## config.mk

```make
export PLATFORM = sky130hd
export DESIGN_NAME = descrambler
export DESIGN_NICKNAME = d
export VERILOG_FILES = /design/src/rtl/descrambler_pkg.sv /design/src/rtl/descrambler_lfsr16_word.sv /design/src/rtl/descrambler.sv
export SDC_FILE = /design/constraint.sdc
export NUM_CORES = 1
export LEC_CHECK = 0
export CAP_MARGIN = 15
export CORE_ASPECT_RATIO = 1.2
export CORE_MARGIN = 4
export CORE_UTILIZATION = 56
export CTS_CLUSTER_SIZE = 40
export DETAILED_ROUTE_END_ITERATION = 8
export PLACE_DENSITY = 0.8
export SLEW_MARGIN = 10
export SYNTH_ARGS = -nofsm -noshare
export SYNTH_HDL_FRONTEND = slang
export SYNTH_HIERARCHICAL = 1
export SYNTH_SLANG_ARGS = --single-unit
```

## constraint.sdc

```tcl
create_clock -name clk -period 2.15 [get_ports clk]
set_clock_uncertainty 0.15 [all_clocks]
set_input_delay 0.43 -clock clk [delete_from_list [all_inputs] [get_ports clk]]
set_output_delay 0.43 -clock clk [all_outputs]
set_load 0.02 [all_outputs]
```

## src/rtl/descrambler_pkg.sv

```systemverilog
// rtl/descrambler_pkg.sv - shared constants and state type for the Phase-2 descrambler
package descrambler_pkg;

    localparam logic [15:0] DEF_SYNC_WORD   = 16'h5A5A;
    localparam int          DEF_SYNC_LEN    = 64;
    localparam int          DEF_PAYLOAD_LEN = 1024;
    localparam logic [15:0] DEF_LFSR_SEED   = 16'hACE1;

    // Feedback taps s[15], s[13], s[12], s[10]
    localparam logic [15:0] LFSR_TAPS = 16'hB400;

    typedef enum logic {
        HUNT    = 1'b0,
        PAYLOAD = 1'b1
    } state_t;

endpackage

```

## src/rtl/descrambler_lfsr16_word.sv

```systemverilog
// rtl/descrambler_lfsr16_word.sv - 16 LFSR steps per call: keystream word (MSB-first) and advanced state
module lfsr16_word
    import descrambler_pkg::*;
(
    input  logic [15:0] state_i,
    output logic [15:0] key_o,
    output logic [15:0] next_o
);

    logic [15:0] s;

    always_comb begin
        s     = state_i;
        key_o = 16'h0000;
        for (int b = 0; b < 16; b++) begin
            key_o[15-b] = s[15];
            s           = {s[14:0], ^(s & LFSR_TAPS)};
        end
        next_o = s;
    end

endmodule

```

## src/rtl/descrambler.sv

```systemverilog
// rtl/descrambler.sv - frame-synchronous additive descrambler: hunt preamble, XOR payload with keystream
module descrambler
    import descrambler_pkg::*;
#(
    parameter logic [15:0] SYNC_WORD   = DEF_SYNC_WORD,
    parameter int          SYNC_LEN    = DEF_SYNC_LEN,
    parameter int          PAYLOAD_LEN = DEF_PAYLOAD_LEN,
    parameter logic [15:0] LFSR_SEED   = DEF_LFSR_SEED
) (
    input  logic        clk,
    input  logic        reset,
    input  logic [15:0] scramble_data,
    output logic [15:0] descramble_data,
    output logic        data_valid
);

    localparam int SW = $clog2(SYNC_LEN + 1);
    localparam int PW = $clog2(PAYLOAD_LEN);
    localparam logic [SW-1:0] SYNC_LAST = SW'(SYNC_LEN - 1);
    localparam logic [PW-1:0] PAY_LAST  = PW'(PAYLOAD_LEN - 1);

    state_t        state_q, state_d;
    logic [SW-1:0] sync_cnt_q, sync_cnt_d;
    logic [PW-1:0] pay_cnt_q, pay_cnt_d;
    logic [15:0]   lfsr_q, lfsr_d;
    logic [15:0]   dout_q, dout_d;
    logic          valid_q, valid_d;
    logic [15:0]   key_word;
    logic [15:0]   lfsr_next;

    lfsr16_word u_lfsr (
        .state_i (lfsr_q),
        .key_o   (key_word),
        .next_o  (lfsr_next)
    );

    always_comb begin
        state_d    = state_q;
        sync_cnt_d = sync_cnt_q;
        pay_cnt_d  = pay_cnt_q;
        lfsr_d     = lfsr_q;
        dout_d     = dout_q;
        valid_d    = 1'b0;
        case (state_q)
            HUNT: begin
                // An unknown sample must not count as a match, so only a true equality advances
                if (scramble_data == SYNC_WORD) begin
                    if (sync_cnt_q == SYNC_LAST) begin
                        state_d    = PAYLOAD;
                        sync_cnt_d = '0;
                        pay_cnt_d  = '0;
                        lfsr_d     = LFSR_SEED;
                    end else begin
                        sync_cnt_d = sync_cnt_q + SW'(1);
                    end
                end else begin
                    sync_cnt_d = '0;
                end
            end
            PAYLOAD: begin
                dout_d  = scramble_data ^ key_word;
                valid_d = 1'b1;
                lfsr_d  = lfsr_next;
                if (pay_cnt_q == PAY_LAST) begin
                    state_d    = HUNT;
                    sync_cnt_d = '0;
                    pay_cnt_d  = '0;
                end else begin
                    pay_cnt_d = pay_cnt_q + PW'(1);
                end
            end
            default: begin
                state_d    = HUNT;
                sync_cnt_d = '0;
            end
        endcase
    end

    always_ff @(posedge clk or negedge reset) begin
        if (!reset) begin
            state_q    <= HUNT;
            sync_cnt_q <= '0;
            pay_cnt_q  <= '0;
            lfsr_q     <= LFSR_SEED;
            dout_q     <= 16'h0000;
            valid_q    <= 1'b0;
        end else begin
            state_q    <= state_d;
            sync_cnt_q <= sync_cnt_d;
            pay_cnt_q  <= pay_cnt_d;
            lfsr_q     <= lfsr_d;
            dout_q     <= dout_d;
            valid_q    <= valid_d;
        end
    end

    assign descramble_data = dout_q;
    assign data_valid      = valid_q;

endmodule

```

==> flow_metrics.tcl <==
set metrics [dict create \
    syn_area_mm2 0.002839 \
    period_needed_ns 2.012 \
    via_count 2026 \
    hpwl_mm 4.109 \
    grt_max_degree 40 \
    yosysTopAreaCell "dfrtp_1" \
    place_area_mm2 0.003321 \
    multi_input_area_mm2 0.001383 \
    r2r_slack_ns 0.14 \
    wl_per_cell_um 15.37 \
    p_int_mw 1.295 \
    antenna_found_initial 0 \
    htreeDepth 2 \
    final_common_cell "xnor2_1" \
    cp.arrival_ns 2.05 \
    io_pins 35 \
    fin_nets 320 \
    port_buffers 34 \
    syn_avg_cell_area_um2 11.22 \
    setup_violations 0 \
    drc_errors 0 \
    reg2reg_depth 5 \
    synthTopCellsByArea "dfrtp_1 38%, xnor2_1 14%, dfstp_2 7.4%" \
    fmax_ghz 0.4969 \
    drv_cap 0 \
    hold_viol_final 0 \
    hold_path_startpoint "sync_cnt_q[6]" \
    grt_use_total_pct 19.05 \
    first_pass_iters 4 \
    rsz0062_at_grt "false" \
    clockBufferDepth 2 \
    fin_crit_sh_pct 93.60 \
    synth_warnings 6 \
    clock-root-buffer "clkbuf_8" \
    required_ns 2.19 \
    regArea_mm2 0.001286 \
    yosysSeqAreaShare_pct 45.31 \
    grt_pass1_vias 2046 \
    final_cell_mix "44 x xnor2_1, 43 x dfrtp_1, 33 x clkdlybuf4s50_1" \
    dp_slack_ns -0.1441 \
    synth_top_area_share_pct 37.90 \
    ys_types 45 \
    r2r_start "sync_cnt_q[0]" \
    outcome "finished, final reports clean" \
    clk_pin_slew_ns 0.08 \
    detail-route-antenna-nets 0 \
    drt-total-wl_mm 5.547 \
    die_x_um 73.00 \
    cts_tree "yes" \
    synth_nets 273 \
    clkLatencyLatePin_ns 0.30 \
    start_util_pct 57.88 \
    num-fill-cells 388 \
    p_clk_share_pct 31.4 \
    p_switching_uw 368.8 \
    drtIter0Drc 72 \
    finalInstanceArea_mm2 0.003412 \
    comb_power_share_pct 9.6 \
    gp_congestion 0.8317 \
    vdd_drop_max_v 0.0003691 \
    ys_ff_latch 51 \
    dieArea_mm2 0.006277 \
    worstHoldPathCells 1 \
    fp-row-count 28 \
    coreArea_mm2 0.004905 \
    endpoint_kind "flip-flop" \
    crit_path_start_kind "flip-flop" \
    synthCells 253 \
    holdCritPathClass "reg2reg" \
    finalWorstSetupSlack_ns 0.1375 \
    criticalPathCategory "reg2reg" \
    drive_gt1_share_pct 19.27 \
    worstMarginPinSlew_ns 0.4319 \
    fin_util_pct 69.57 \
    maxSlewViolCount 0 \
    dieHeight_um 86.00 \
    overflow 0 \
    cts_made_buffers 5 \
    worstReg2RegEnd "pay_cnt_q[3]" \
    swShare_pct 22.16 \
    cellPowerDensity_mw_per_mm2 487.6 \
    share_seq_of_total_power_pct 59.0 \
    power_leakage_nw 1.429 \
    post_cts_buffers 0 \
    area_growth_pct 20.19 \
    clkSinkCount 51 \
    critPathMaxFanout 15 \
    diodes 0 \
    hold_end "sync_cnt_q[6]" \
    slew_headroom_pct 71.21 \
    viasPerCell 5.612 \
    fin_setup_tns_ns 0 \
    grt_pass1_wl_mm 9.418 \
]
==> worst max-delay path: stages (launching register included) <==
cell and delay, ns:
dfrtp_1 0.38, ha_1 0.22, nand3_2 0.13, or3_4 0.42
o21a_4 0.30, a211o_1 0.30
==> Yosys cell counts <==
| library cell | count |
|---|---|
| nand4_2 | 1 |
| a21oi_1 | 19 |
| a21o_1 | 3 |
| and3_1 | 3 |
| xor2_2 | 1 |
| xor2_1 | 8 |
| a22o_1 | 11 |
| clkbuf_1 | 1 |
| o21a_4 | 1 |
| or4_1 | 2 |
| o21ai_0 | 3 |
| nor3b_1 | 2 |
| nand3_1 | 4 |
| o31ai_1 | 4 |
| o221ai_1 | 1 |
| dfstp_2 | 8 |
| buf_6 | 1 |
| buf_1 | 5 |
| or3_4 | 1 |
| nand2_1 | 5 |
| and4bb_2 | 4 |
| mux2_2 | 1 |
| ha_1 | 2 |
| or3_1 | 2 |
| o31ai_4 | 1 |
| xnor3_1 | 3 |
| buf_4 | 16 |
| xnor2_2 | 2 |
| nand2b_1 | 2 |
| a211o_1 | 1 |
| o2bb2ai_1 | 1 |
| nor3_1 | 4 |
| nor2_1 | 18 |
| o311ai_0 | 4 |
| o21a_1 | 4 |
| xnor2_1 | 44 |
| o21ai_2 | 1 |
| o31a_1 | 1 |
| o22a_1 | 8 |
| nand3_2 | 1 |
| buf_2 | 1 |
| dfrtp_1 | 43 |
| inv_1 | 3 |
| nand4_1 | 1 |
| mux2i_1 | 1 |
==> worst max-delay path by stage <==
stage                     startpoint       endpoint  slack (ns)  cells past startpoint
finish                 sync_cnt_q[0]   pay_cnt_q[3]        0.14                      5
global route            pay_cnt_q[0]  sync_cnt_q[5]        0.03                      6
CTS                    sync_cnt_q[0]   pay_cnt_q[3]        0.12                      5
detailed placement  scramble_data[7]   pay_cnt_q[7]       -0.14                      7
global placement    scramble_data[5]  sync_cnt_q[3]       -0.06                      6
floorplan              sync_cnt_q[0]     lfsr_q[14]        0.28                      6
==> repair_timing <==
action                    in CTS  in global routing
hold endpoints to repair      14                  0
gates resized for setup        0                  0
hold buffers                   1                  0
==> cell families (layout without fill, tap and decap cells) <==
group | Yosys count | in the layout | share of synthesized area, %
AOI/OAI and AO/OA | 63 | 63 | 16.70
xor gates and xnor gates | 58 | 58 | 20.14
DFF | 51 | 51 | 45.31
and+or+nand+nor | 50 | 50 | 10.22
buffers and inverters | 27 | 75 | 5.994
adders and majority gates | 2 | 2 | 0.8813
muxes | 2 | 2 | 0.7492
==> power by group through the flow <==
| stage | Combinational [mW] | Sequential, mW | Clock [mW] |
|---|---|---|---|
| detailed placement | 0.160 | 1.00 | 0 |
| global route | 0.172 | 0.985 | 0.592 |
| floorplan | 0.0250 | 1.02 | 0 |
| finish | 0.159 | 0.982 | 0.523 |
| global placement | 0.158 | 1.00 | 0 |
| CTS | 0.162 | 0.982 | 0.552 |
==> flip-flops by register name, indices dropped and copies added (netlist names) <==
| signal | flops |
|---|---|
| data_valid | 1 |
| descramble_data | 16 |
| lfsr_q | 16 |
| pay_cnt_q | 10 |
| state_q | 1 |
| sync_cnt_q | 7 |
==> routing by layer <==
metal | share of wire, % | GRT usage [%] | vias up
li1 | - | - | 982
met1 | 44 | 23.95 | 994
met2 | 51 | 31.98 | 45
met3 | 4.8 | 4.689 | 5
met4 | 0.63 | 5.872 | 0
met5 | 0 | 0 | -
==> final cells by class <==
class,count,area share [%]
Timing Repair Buffer,64,16.87
Tap cell,60,2.200
Inverter,3,0.3300
Clock inverter,1,0.1467
Clock buffer,7,2.237
Multi-Input combinational cell,175,40.52
Sequential cell,51,37.70
==> stage by stage <==
stage / power (mW) / std cells / hold WS, ns
2_1_floorplan: 1.045 / 253 / -0.01559
3_3_place_gp: 1.158 / 352 / 0.2380
3_5_place_dp: 1.161 / 352 / 0.2403
4_1_cts: 1.696 / 361 / 0.3744
5_1_grt: 1.749 / 361 / 0.3993
6_report: 1.664 / 361 / 0.3701
No activity file was read; power rests on OpenSTA's default activity.
